[src/rtl/mipi_frame_decoder.sv]
// mipi_frame_decoder: receive side of the MIPI frame link.
// Un-swaps the wire byte order, hunts for SOF, checks metadata, pushes payload
// bytes into the downstream FIFO, checks EOF and reports frame status.
// Optional build macro: MIPI_DEC_STRICT_PAD_EN (upper 16 pad bits and unused
// payload bytes must be zero inside a frame, otherwise the frame aborts with code 5).
module mipi_frame_decoder #(
  parameter int unsigned MAX_LEN    = 16,
  parameter int unsigned TIMEOUT    = 1023,
  parameter logic [7:0]  FRAME_TYPE = 8'h02
) (
  input  logic        rx_pixel_clk,
  input  logic        rst,
  input  logic [63:0] mipi_data,
  input  logic        mipi_valid,
  input  logic        fifo_full,
  output logic [7:0]  fifo_wdata,
  output logic        fifo_we,
  output logic [7:0]  meta_channel,
  output logic        frame_done,
  output logic        frame_err,
  output logic [2:0]  err_code,
  output logic        overflow,
  output logic [15:0] frame_cnt,
  output logic [2:0]  state
);

  localparam logic [2:0] S_HUNT      = 3'd0;
  localparam logic [2:0] S_META      = 3'd1;
  localparam logic [2:0] S_PAYLOAD   = 3'd2;
  localparam logic [2:0] S_CHECK_EOF = 3'd3;

  localparam logic [2:0] E_TYPE    = 3'd1;
  localparam logic [2:0] E_LEN     = 3'd2;
  localparam logic [2:0] E_EOF     = 3'd3;
  localparam logic [2:0] E_TIMEOUT = 3'd4;
  localparam logic [2:0] E_PAD     = 3'd5;

  localparam logic [47:0] SOF_WORD = 48'hEAFF99DEADFF;
  localparam logic [47:0] EOF_WORD = 48'hEAFF99DEADAA;

  localparam logic [23:0] MAX_LEN_L = 24'(MAX_LEN);

  // Idle counter only needs to reach TIMEOUT-1; the next idle cycle aborts.
  localparam int unsigned    TW     = (TIMEOUT > 1) ? $clog2(TIMEOUT + 1) : 1;
  localparam logic [TW-1:0]  TO_LIM = TW'(TIMEOUT - 1);

  // Frame word in transmit order: the wire carries byte 0 of the frame in d[7:0].
  logic [47:0] f;
  assign f = {mipi_data[7:0],   mipi_data[15:8],  mipi_data[23:16],
              mipi_data[31:24], mipi_data[39:32], mipi_data[47:40]};

  logic [7:0]  meta_type;
  logic [23:0] meta_len;
  assign meta_type = f[47:40];
  assign meta_len  = f[39:16];

  logic in_frame;
  assign in_frame = (state != S_HUNT);

  logic pad_bad;
`ifdef MIPI_DEC_STRICT_PAD_EN
  // Pad bits must be clear on every frame word; payload words carry only f[7:0].
  assign pad_bad = in_frame &&
                   ((mipi_data[63:48] != 16'h0) ||
                    ((state == S_PAYLOAD) && (f[47:8] != 40'h0)));
`else
  logic pad_unused;
  assign pad_unused = ^mipi_data[63:48];
  assign pad_bad    = 1'b0;
`endif

  logic [23:0]   remaining;
  logic [TW-1:0] to_cnt;

  logic [2:0]    nxt_state;
  logic [23:0]   nxt_rem;
  logic [TW-1:0] nxt_to;
  logic          wr_byte;
  logic          drop_byte;
  logic          good_eof;
  logic          err_hit;
  logic [2:0]    err_nxt;
  logic          load_chan;

  // Next-state decode: timeout on idle cycles, word handling on valid cycles.
  always_comb begin
    nxt_state = state;
    nxt_rem   = remaining;
    nxt_to    = to_cnt;
    wr_byte   = 1'b0;
    drop_byte = 1'b0;
    good_eof  = 1'b0;
    err_hit   = 1'b0;
    err_nxt   = 3'd0;
    load_chan = 1'b0;

    if (!mipi_valid) begin
      if (in_frame) begin
        if (to_cnt == TO_LIM) begin
          err_hit = 1'b1;
          err_nxt = E_TIMEOUT;
        end else begin
          nxt_to = to_cnt + TW'(1);
        end
      end
    end else begin
      nxt_to = '0;
      if (pad_bad) begin
        err_hit = 1'b1;
        err_nxt = E_PAD;
      end else begin
        case (state)
          S_HUNT: begin
            if (f == SOF_WORD) nxt_state = S_META;
          end
          S_META: begin
            // A repeated SOF just restarts metadata parsing.
            if (f == SOF_WORD) begin
              nxt_state = S_META;
            end else if (meta_type != FRAME_TYPE) begin
              err_hit = 1'b1;
              err_nxt = E_TYPE;
            end else if ((meta_len == 24'd0) || (meta_len > MAX_LEN_L)) begin
              err_hit = 1'b1;
              err_nxt = E_LEN;
            end else begin
              load_chan = 1'b1;
              nxt_rem   = meta_len;
              nxt_state = S_PAYLOAD;
            end
          end
          S_PAYLOAD: begin
            // A full FIFO drops the byte but the frame keeps going.
            if (fifo_full) drop_byte = 1'b1;
            else           wr_byte   = 1'b1;
            nxt_rem = remaining - 24'd1;
            if (remaining == 24'd1) nxt_state = S_CHECK_EOF;
          end
          S_CHECK_EOF: begin
            if (f == EOF_WORD) begin
              good_eof  = 1'b1;
              nxt_state = S_HUNT;
            end else begin
              err_hit = 1'b1;
              err_nxt = E_EOF;
            end
          end
          default: nxt_state = S_HUNT;
        endcase
      end
    end

    // Any abort returns to HUNT; the offending word is not re-examined as SOF.
    if (err_hit) begin
      nxt_state = S_HUNT;
      nxt_to    = '0;
    end
  end

  // FSM, remaining-word and idle counters.
  always_ff @(posedge rx_pixel_clk) begin
    if (rst) begin
      state     <= S_HUNT;
      remaining <= '0;
      to_cnt    <= '0;
    end else begin
      state     <= nxt_state;
      remaining <= nxt_rem;
      to_cnt    <= nxt_to;
    end
  end

  // FIFO write port: byte appears one cycle after its word is accepted.
  always_ff @(posedge rx_pixel_clk) begin
    if (rst) begin
      fifo_we    <= 1'b0;
      fifo_wdata <= 8'h00;
    end else begin
      fifo_we <= wr_byte;
      if (wr_byte) fifo_wdata <= f[7:0];
    end
  end

  // Frame status: done/err pulses, held error code, good-frame counter.
  always_ff @(posedge rx_pixel_clk) begin
    if (rst) begin
      frame_done <= 1'b0;
      frame_err  <= 1'b0;
      err_code   <= 3'd0;
      frame_cnt  <= 16'h0000;
    end else begin
      frame_done <= good_eof;
      frame_err  <= err_hit;
      if (err_hit)  err_code  <= err_nxt;
      if (good_eof) frame_cnt <= frame_cnt + 16'd1;
    end
  end

  // Metadata channel latch and sticky overflow flag.
  always_ff @(posedge rx_pixel_clk) begin
    if (rst) begin
      meta_channel <= 8'h00;
      overflow     <= 1'b0;
    end else begin
      if (load_chan) meta_channel <= f[15:8];
      if (drop_byte) overflow     <= 1'b1;
    end
  end

endmodule

[config.mk]
export PLATFORM = sky130hd
export DESIGN_NAME = mipi_frame_decoder
export DESIGN_NICKNAME = d
export VERILOG_FILES = /design/src/rtl/mipi_frame_decoder.sv
export SDC_FILE = /design/constraint.sdc
export NUM_CORES = 1
export LEC_CHECK = 0
export BUFFER_PORTS_ARGS = -buffer_cell sky130_fd_sc_hd__buf_2
export CAP_MARGIN = 0
export CORE_AREA = 8 8 137 114
export DETAILED_ROUTE_END_ITERATION = 7
export DIE_AREA = 0 0 145 122
export REMOVE_ABC_BUFFERS = 1
export SLEW_MARGIN = 5
export SYNTH_ARGS = -nofsm -noshare
export SYNTH_HDL_FRONTEND = slang
export SYNTH_SLANG_ARGS = --single-unit
[constraint.sdc]
create_clock -name rx_pixel_clk -period 2.2 [get_ports rx_pixel_clk]
set_input_delay 0.44 -clock rx_pixel_clk [delete_from_list [all_inputs] [get_ports rx_pixel_clk]]
set_output_delay 0.44 -clock rx_pixel_clk [all_outputs]
set_load 0.02 [all_outputs]
==> results of run 1 <==
==> per-layer routing <==
metal  track usage (%)  vias up  part of all wire (%)
li1                  -     2081                     -
met1              16.1     1964                    46
met2              22.7      122                    47
met3              3.26       21                   4.8
met4              5.05        0                   2.0
met5                 0        -                     0
==> cell usage in the layout (no fill, tap or decap), types with 2 or more instances in the layout <==
master | netlist | routed
buf_2 | 0 | 92
and4_1 | 3 | 3
o31ai_1 | 2 | 2
nor2_1 | 57 | 55
nand4b_1 | 3 | 3
or4_1 | 6 | 2
inv_1 | 10 | 10
nor2_4 | 0 | 2
a211oi_1 | 5 | 5
and2_1 | 4 | 3
nand4_1 | 19 | 19
clkbuf_1 | 17 | 2
clkbuf_8 | 0 | 2
or3_1 | 4 | 4
or2_2 | 5 | 5
nand2_1 | 75 | 75
or4_4 | 1 | 5
xor2_1 | 6 | 6
a31oi_1 | 6 | 6
nand3_1 | 29 | 28
and3b_1 | 2 | 2
nor2b_1 | 2 | 2
nor4_2 | 0 | 4
xnor2_1 | 17 | 17
dfxtp_1 | 75 | 75
nor3b_1 | 2 | 2
and3_1 | 7 | 7
nor3_1 | 22 | 21
nand2b_1 | 4 | 4
clkbuf_16 | 0 | 9
nor2_2 | 1 | 2
ha_1 | 5 | 5
o21ai_0 | 26 | 25
a21oi_1 | 51 | 51
buf_4 | 3 | 53
nor4_1 | 16 | 11
nor4_4 | 2 | 3
==> timing repair <==
action,4_1_cts,5_1_grt
gates resized for setup,1,18
setup endpoints to repair,9,32
buffers inserted,0,1
cloned,0,2
pin swaps,0,5
==> worst max-delay path: stages <==
cell	delay, ns
buf_2	0.10
or4_4	0.56
buf_4	0.17
nor3_1	0.18
nand4_1	0.15
buf_6	0.20
nor4_1	0.36
xnor2_1	0.16
nor2_1	0.05
==> flip-flops by register name, indices dropped and copies added (netlist names) <==
| signal | count |
|---|---|
| state | 2 |
| to_cnt | 10 |
| overflow | 1 |
| frame_cnt | 16 |
| err_code | 3 |
| fifo_we | 1 |
| remaining | 24 |
| frame_err | 1 |
| meta_channel | 8 |
| fifo_wdata | 8 |
| frame_done | 1 |
==> report_power, final <==
| group | switching [mW] | total [mW] | leakage, nW | internal (mW) |
|---|---|---|---|---|
| clock | 0.536 | 1.47 | 0.146 | 0.932 |
| sequential | 0.000000000000000349 | 1.36 | 0.604 | 1.36 |
| combinational | 0.0830 | 0.158 | 1.34 | 0.0748 |
==> path summary, 6_finish.rpt <==
check | cells past startpoint | from | slack [ns] | to
max | 9 | mipi_data[21] | 0.02 | frame_cnt[11]$_SDFFE_PP0P_
min | 3 | mipi_data[45] | 0.36 | fifo_wdata[5]$_SDFFE_PP0P_
max reg2reg | 6 | remaining[8]$_SDFFE_PP0P_ | 0.07 | state[0]$_SDFFE_PP0P_
min reg2reg | 2 | meta_channel[5]$_SDFFE_PP0P_ | 0.45 | meta_channel[5]$_SDFFE_PP0P_
==> per-stage QoR <==
stage	worst slack [ns]	cells
6_report	0.0246	826
5_1_grt	-0.0454	826
4_1_cts	0.00559	823
3_5_place_dp	-0.456	808
3_3_place_gp	-0.391	808
2_1_floorplan	-0.356	483
==> cells by family (layout without fill, tap and decap cells) <==
group / count (synthesis) / after routing / synth area share (%)
simple gates: 270 / 272 / 35.6
fa+ha+maj: 5 / 5 / 1.60
compound gates: 99 / 99 / 14.3
xor+xnor: 23 / 23 / 5.16
flops: 75 / 75 / 38.4
other cells: 1 / 1 / 0.0960
buf+inv: 36 / 171 / 4.87
==> final cells by class <==
class                      instances  area [µm²]  area share (%)
multi-input combinational        400        2310            44.1
sequential                        75        1500            28.6
timing repair buffer             146         870            16.6
inverter                          10        37.5           0.716
clock inverter                     2        35.0           0.668
tap                              180         225            4.29
clock buffer                      13         260            4.96
==> results.md, run 1 <==
* Status: completed
* Worst Setup Start Kind: primary input
* Rows at 38
* Post-synth top area share at 38.4%
* Pre-antenna DRT Iters at 5
* Grt ovf at 0
* Hold Vio Cnt, Final at 0
* Chip height at about 120 µm
* Worst Tran Pin Value at 0.518 ns
* Antenna violations before repair at 0
* Initial Util at 29.4%
* Root Driver: clkbuf_16
* Maximum vdd drop at 0.416 mV
* Worst Path Arrival at 2.38 ns
* IO Port Bufs at 92
* Hold_buf cts at 0
* HPWL after DPL at 9.08 mm
* ANT nets after route at 0
* Cells after synthesis at 509
* Vias post-DR at 4188
* Final WL at 12.3 mm
* Synth warn at 0
* CORE AREA at ~0.013 mm²
* Async S/R FF share, synth at 0%
* Pwr/cell area at 569 mW/mm²
* Detailed Route Iter0 Violations at 247
* Max clock buf depth at 2
* Die area at 0.0177 mm²
* Clk_lat worst skew at between 0.3 and 0.4 ns
* Critical path class: primary input to register
* DR vias/cell at around 5.1
* Normalized max-slew margin at 65.4%
* Top cells by area, synth: dfxtp_1 38%, nand2_1 7.2%, a21oi_1 6.5%, nor2_1 5.5%, xnor2_1 3.8%
* Leakage at 2.09 nW
* Final hold slack at around 0.36 ns
* Post-synth top cells: 75 x dfxtp_1, 75 x nand2_1, 57 x nor2_1, 51 x a21oi_1, 29 x nand3_1
* Top Ports at 110
* Num CTS Buffers at 9
* PnR Total Power at 2.98 mW
* Filler cells at 1373
* Final TNS setup at 0 ns
* CTS clk-pin slew, worst paths at 0.05 ns
* Largest net degree at the start of global routing at 47
* Largest area contributor in the netlist: dfxtp_1
* Max cap viols at 0
* Period Utilization, post-route at 98.9%
* Sink Count at 75
* Die extent in x at 145 µm
* DRC violations left at 0
* Ant diodes at 0
* Vias in the first global route at 4070
* Sequential area share after synthesis at between 30% and 40%
* Routability congestion estimate at 0.821
* Ys flop type: dfxtp_1
* Synth Area per Inst at 7.67 µm²
* WL/cell at around 15 µm
* Flops & latches, synth at 75
* First-pass GRT wire length at 19.5 mm
* Post-synth EDFFs at 0
* Fin nets at roughly 720
* All-Layer GR Usage at 13.3%
* Placed cell area at 0.00484 mm²
* Finished Cell Area at 0.00524 mm²
* Clock Skew at 0.00563 ns
* Endpoint type of the worst setup path: register
* RSZ-0062 raised after global routing: true
* Req. time, crit path at 2.40 ns
* Clock tree from TritonCTS: built
* Fraction of layout cells with a size suffix above 1 at 29.4%
* Synth cell types at 52
* Post-layout minimum cycle time at 2.18 ns
* Crit path max fanout at 18
* Area Overhead vs Synth at 34.2%
* CTS H-tree lvls at 3
* Final core occ at 39.5%
* Type of the most critical hold path: primary input to register
* F_max at roughly 460 MHz
* Final Setup Violations at 0
* Mapped cell area at 0.00391 mm²
* Final Max Tran Viols at 0
Power figures use the tool's default switching activity.
==> inputs of run 2 (changes only) <==
Settings changed: MAX_ROUTING_LAYER set to met4.
==> run 2 against run 1 <==
Against the previous run:
- sequential power about the same
- flip-flop and latch count unchanged
- maximum frequency increased by 0.52%
- largest power group unchanged
- setup slack improved by 0.011 ns
- final cell count is the same
- design area unchanged
- sequential share of layout area did not move
- wire length unchanged
- register-to-register slack better by 0.02 ns
- total power barely moved
- highest routed layer unchanged
- global-route usage is 0.41 points higher
- worst hold slack got worse by 0.0015 ns
==> results.md, run 2 (synthesized netlist as in run 1, its figures left out) <==
* Top Ports at 110 (unchanged)
* Clock share of power at 49.2% (about the same)
* Placed cells at 808 (unchanged)
* Final cell count without fillers at 826 (unchanged)
* Clock Skew at 0.00452 ns (was 0.00563 ns)
* Final WL at 12.3 mm (unchanged)
* Final Setup Violations at 0 (unchanged)
* Internal power at 2.37 mW (about the same)
* Post-Place Setup Slack at -0.456 ns (unchanged)
* DR vias/cell at 5.08 (was 5.07)
* Fraction of layout cells with a size suffix above 1 at 29.4% (unchanged)
* Num CTS Buffers at 9 (unchanged)
* R2r setup slk at 0.09 ns (was 0.07 ns)
* Clock tree from TritonCTS: built (unchanged)
* Largest regs: remaining (24), frame_cnt (16), to_cnt (10) (unchanged)
* Root Driver: clkbuf_16 (unchanged)
* Crit path max fanout at 18 (unchanged)
* Net switching power at 0.618 mW (was 0.619 mW)
* Hold_buf cts at 0 (unchanged)
* Max reg flops at 24 (unchanged)
* Pre-antenna DRT Iters at 5 (unchanged)
* Commonest non-fill, non-tap cell in the layout: buf_2 (unchanged)
* First-pass GRT wire length at 19.5 mm (about the same)
* Critical path class: primary input to register (unchanged)
* Sink Count at 75 (unchanged)
* Most frequent cells in the layout: 92 x buf_2, 75 x nand2_1, 75 x dfxtp_1 (unchanged)
* Worst hold start: mipi_data[45] (unchanged)
* RR Startpoint: remaining[8]$_SDFFE_PP0P_ (unchanged)
* Die extent in x at 145 µm (unchanged)
* IO Port Bufs at 92 (unchanged)
* Type of the most critical hold path: primary input to register (unchanged)
* DRC violations left at 0 (unchanged)
* Cells on worst reg2reg path at 6 (unchanged)
* Switch share at 20.7% (about the same)
* Ant diodes at 0 (unchanged)
* Reg with most FFs: remaining (unchanged)
* All-Layer GR Usage at 13.7% (was 13.3%)
* Worst Path Arrival at 2.37 ns (was 2.38 ns)
* Worst Setup Start Kind: primary input (unchanged)
* Rows at 38 (unchanged)
* Max clock buf depth at 2 (unchanged)
* Chip height at 122 µm (unchanged)
* Largest net degree at the start of global routing at 47 (unchanged)
* Antenna violations before repair at 0 (unchanged)
* Worst Tran Pin Value at 0.514 ns (was 0.518 ns)
* Routability congestion estimate at 0.833 (was 0.821)
* Proportion of power drawn by combinational gates at 5.3% (about the same)
* Clk_lat worst skew at 0.33 ns (about the same)
* Final Max Tran Viols at 0 (unchanged)
* Post-layout minimum cycle time at 2.16 ns (was 2.18 ns)
* RSZ-0062 raised after global routing: true (unchanged)
* RR Endpoint: state[0]$_SDFFE_PP0P_ (unchanged)
* Flop pwr share at 45.5% (about the same)
* ANT nets after route at 0 (unchanged)
* Hold Vio Cnt, Final at 0 (unchanged)
* Detailed Route Iter0 Violations at 239 (was 247)
* Vias in the first global route at 4065 (was 4070)
* F_max at 462 MHz (was 460 MHz)
* Post-route setup slack at 0.0358 ns (was 0.0246 ns)
* Initial Util at 29.4% (unchanged)
* Period Utilization, post-route at 98.4% (was 98.9%)
* Req. time, crit path at 2.40 ns (about the same)
* Status: completed (unchanged)
* Fin nets at 715 (unchanged)
* HPWL after DPL at 9.08 mm (unchanged)
* PnR Total Power at 2.98 mW (about the same)
* Grt ovf at 0 (unchanged)
* Hold Crit Endpoint: fifo_wdata[5]$_SDFFE_PP0P_ (unchanged)
* CTS clk-pin slew, worst paths at 0.05 ns (about the same)
* Worst Hold Depth at 3 (unchanged)
* Vias post-DR at 4192 (was 4188)
* CORE AREA at 0.0133 mm² (unchanged)
* Pwr/cell area at 569 mW/mm² (about the same)
* Maximum vdd drop at 0.415 mV (was 0.416 mV)
* Leakage at 2.09 nW (unchanged)
* Area Overhead vs Synth at 34.2% (unchanged)
* WL/cell at 14.9 µm (unchanged)
* Die area at 0.0177 mm² (unchanged)
* CTS H-tree lvls at 3 (unchanged)
* Normalized max-slew margin at 65.7% (was 65.4%)
* Max cap viols at 0 (unchanged)
* Endpoint type of the worst setup path: register (unchanged)
[run 2: cell counts in the layout (fill, tap and decap cells not counted)]
No cell type changed its count.
[run 2: metal layers]
layer / wire length [µm] / vias to the layer above / part of all wire [%] / global-route usage, %
met2: 5840 / 122 / 47 / 22.7
met1: 5650 / 1970 / 46 / 16.2
met3: 622 / 20 / 5.0 / 3.00
li1: - / 2080 / - / -
met4: 231 / 0 / 1.9 / 5.05
met5: 0 / - / 0 / -
[run 2: critical path, stage by stage]
cell	delay [ns]
buf_2	0.10
or4_4	0.56
buf_4	0.16
nor3_1	0.18
nand4_1	0.15
buf_6	0.20
nor4_1	0.35
xnor2_1	0.16
nor2_1	0.05
[run 2: repair_timing]
action,CTS,global route
buffers inserted,0,1
pin swaps,0,5
endpoints found under the setup margin,9,32
gates cloned,0,2
resized for setup,1,18
[run 2: cell type report]
cell class	count	area, µm²
clock buffers	13	260
clock inverters	2	35.0
fillers	1373	8020
inverters	10	37.5
multi-input cells	400	2310
flip-flops and latches	75	1500
well taps	180	225
repair buffers	146	870
[run 2: power groups by stage]
stage                     clock network (mW)  logic (mW)  registers, mW
final                                   1.47       0.158           1.36
after CTS                               1.51       0.157           1.36
after detailed placement                   0       0.156           1.39
after global routing                    1.56       0.172           1.36
after global placement                     0       0.153           1.39
after floorplan                            0      0.0300           1.39
[run 2: worst max-delay path by stage]
stage                  startpoint                         end
floorplan           mipi_data[21]   remaining[6]$_SDFFE_PP0P_
global placement    mipi_data[21]   remaining[6]$_SDFFE_PP0P_
detailed placement  mipi_data[21]   remaining[6]$_SDFFE_PP0P_
CTS                 mipi_data[21]    err_code[0]$_SDFFE_PP0P_
global route        mipi_data[21]  frame_cnt[11]$_SDFFE_PP0P_
finish              mipi_data[21]  frame_cnt[11]$_SDFFE_PP0P_
[run 2: stage by stage]
step / setup TNS, ns / hold slack [ns] / instance area, µm² / utilization (%)
finish: 0 / 0.359 / 5240 / 39.5
global route: -0.213 / 0.367 / 5240 / 39.5
CTS: 0 / 0.349 / 5140 / 38.7
detailed placement: -15.80 / 0.445 / 4840 / 36.5
global placement: -14.08 / 0.440 / 4840 / 36.5
floorplan: -5.76 / 0.430 / 3750 / -
==> inputs of run 3 (changes only) <==
Settings changed: ABC_AREA set to 0, CORE_AREA 8 8 137 114 to 8 8 128 106, CTS_BUF_LIST set to sky130_fd_sc_hd__clkbuf_8, DIE_AREA 0 0 145 122 to 0 0 136 114.
==> run 3 against run 2 <==
Against the previous run:
- clock-buffer cell count down 4
- register-to-register slack worse by 0.02 ns
- first-iteration DRC count decreased by 13%
- clock power is 28% lower
- wire length rose by 0.96%
==> results.md, run 3 (synthesized netlist as in run 1, its figures left out) <==
* Proportion of power drawn by combinational gates at 6.3% (was 5.3%)
* IO Port Bufs at 92 (unchanged)
* Normalized max-slew margin at 64.6% (was 65.7%)
* Post-layout minimum cycle time at 2.15 ns (was 2.16 ns)
* Vias in the first global route at 4094 (was 4065)
* Worst Setup Start Kind: primary input (unchanged)
* Maximum vdd drop at 0.336 mV (was 0.415 mV)
* Max reg flops at 24 (unchanged)
* F_max at 465 MHz (was 462 MHz)
* Reg with most FFs: remaining (unchanged)
* Die extent in x at 136 µm (was 145 µm)
* DR vias/cell at 5.23 (was 5.08)
* Area Overhead vs Synth at 30.9% (was 34.2%)
* Net switching power at 0.626 mW (was 0.618 mW)
* Worst Tran Pin Value at 0.531 ns (was 0.514 ns)
* ANT nets after route at 0 (unchanged)
* Routability congestion estimate at 0.830 (was 0.833)
* Internal power at 1.95 mW (was 2.37 mW)
* Final WL at 12.5 mm (was 12.3 mm)
* Final hold slack at 0.324 ns (was 0.359 ns)
* Root Driver: clkbuf_8 (was clkbuf_16)
* Clock Skew at 0.00918 ns (was 0.00452 ns)
* CORE AREA at 0.0114 mm² (was 0.0133 mm²)
* Post-route setup slack at 0.0509 ns (was 0.0358 ns)
* Sink Count at 75 (unchanged)
* Num CTS Buffers at 9 (unchanged)
* Final Setup Violations at 0 (unchanged)
* Critical path class: primary input to register (unchanged)
* CP bufs+invs at 2 (was 3)
* Largest regs: remaining (24), frame_cnt (16), to_cnt (10) (unchanged)
* DRC violations left at 0 (unchanged)
* Commonest non-fill, non-tap cell in the layout: buf_2 (unchanged)
* Critical path, cell by cell: buf_2, or4_4, or2_4, buf_4, or4_4, nand3_2, nand4_1, a21oi_1 (was buf_2, or4_4, buf_4, nor3_1, nand4_1, buf_6, nor4_1, xnor2_1, nor2_1)
* Max clock buf depth at 2 (unchanged)
* Hold Vio Cnt, Final at 0 (unchanged)
* Finished Cell Area at 0.00511 mm² (was 0.00524 mm²)
* Chip height at 114 µm (was 122 µm)
* Antenna violations before repair at 0 (unchanged)
* Final core occ at 44.9% (was 39.5%)
* Crit path max fanout at 3 (was 18)
* Top Ports at 110 (unchanged)
* Final Max Tran Viols at 0 (unchanged)
* Worst path max stage delay at 0.57 ns (was 0.56 ns)
* All-Layer GR Usage at 16.3% (was 13.7%)
* Fraction of layout cells with a size suffix above 1 at 29.6% (was 29.4%)
* Flop pwr share at 52.6% (was 45.5%)
* Clock tree from TritonCTS: built (unchanged)
* Placed cell area at 0.00484 mm² (about the same)
* Largest net degree at the start of global routing at 44 (was 47)
* Period Utilization, post-route at 97.7% (was 98.4%)
* Clk_lat worst skew at 0.36 ns (was 0.33 ns)
* Leakage at 2.05 nW (was 2.09 nW)
* Hold_buf cts at 0 (unchanged)
* Die area at 0.0155 mm² (was 0.0177 mm²)
* Clock share of power at 41.1% (was 49.2%)
* Most frequent cells in the layout: 92 x buf_2, 75 x nand2_1, 75 x dfxtp_1 (unchanged)
* Pre-antenna DRT Iters at 4 (was 5)
* HPWL after DPL at 9.06 mm (was 9.08 mm)
* Fin nets at 720 (was 715)
* Ant diodes at 0 (unchanged)
* Most common cell type on the critical path: or4_4
* Switch share at 24.3% (was 20.7%)
* First-pass GRT wire length at 20.1 mm (was 19.5 mm)
* CP max stage cell: or4_4 (unchanged)
* Status: completed (unchanged)
* Worst Path Arrival at 2.44 ns (was 2.37 ns)
* Grt ovf at 0 (unchanged)
* CTS clk-pin slew, worst paths at 0.09 ns (was 0.05 ns)
* CTS H-tree lvls at 3 (unchanged)
* Initial Util at 34.3% (was 29.4%)
* Detailed Route Iter0 Violations at 208 (was 239)
* Type of the most critical hold path: primary input to register (unchanged)
* Max cap viols at 0 (unchanged)
* Vias post-DR at 4185 (was 4192)
* WL/cell at 15.6 µm (was 14.9 µm)
* Req. time, crit path at 2.49 ns (was 2.40 ns)
* Largest delay share family, worst path: simple AND/OR/NAND/NOR gates (unchanged)
* Post-Place Setup Slack at -0.461 ns (was -0.456 ns)
* Endpoint type of the worst setup path: register (unchanged)
* Rows at 35 (was 38)
* Pwr/cell area at 504 mW/mm² (was 569 mW/mm²)
## run 3: path summary, 6_finish.rpt
kind / startpoint / endpoint / slack, ns / cells past startpoint
max reg2reg: remaining[9]$_SDFFE_PP0P_ / remaining[14]$_SDFFE_PP0P_ / 0.07 / 6
min: mipi_data[47] / fifo_wdata[7]$_SDFFE_PP0P_ / 0.32 / 3
min reg2reg: fifo_wdata[0]$_SDFFE_PP0P_ / fifo_wdata[0]$_SDFFE_PP0P_ / 0.46 / 2
max: mipi_data[21] / state[1]$_SDFFE_PP0P_ / 0.05 / 8
## run 3: worst min-delay path: stages
cell	delay (ns)
buf_2	0.11
nand2_1	0.05
a21oi_1	0.05
## run 3: metrics by stage
stage          total power [mW]  setup TNS (ns)  instances
3_5_place_dp               1.55          -15.81        780
2_1_floorplan              1.42           -5.76        483
4_1_cts                    2.61               0        796
6_report                   2.58               0        800
5_1_grt                    2.68        -0.00126        800
3_3_place_gp               1.55          -13.75        780
## run 3: layout make-up
type | instances | area, µm²
timing repair buffer | 151 | 916
clock buffer | 9 | 124
sequential | 75 | 1500
fill | 1198 | 6270
clock inverter | 7 | 70.1
multi-input combinational | 400 | 2280
inverter | 10 | 37.5
tap | 148 | 185
## run 3: power groups by stage
stage | combinational (mW) | clock (mW) | sequential (mW)
CTS | 0.162 | 1.09 | 1.36
global placement | 0.159 | 0 | 1.39
global route | 0.177 | 1.15 | 1.36
detailed placement | 0.161 | 0 | 1.39
finish | 0.163 | 1.06 | 1.36
floorplan | 0.0300 | 0 | 1.39
## run 3: layer usage
layer	track usage [%]	vias to the layer above	share of wire (%)	wire [µm]
met3	4.13	13	6.8	842
met1	21.0	1951	47	5800
met4	4.46	0	1.6	199
met5	-	-	0	0
li1	-	2079	-	-
met2	25.0	142	45	5620
## run 3: timing repair
item                                    CTS  global route
hold endpoints to repair                  0             0
endpoints found under the setup margin    5            32
pin swaps                                 2             4
gates resized for setup                   2            10
buffers inserted                          0             2
gates cloned                              0             2
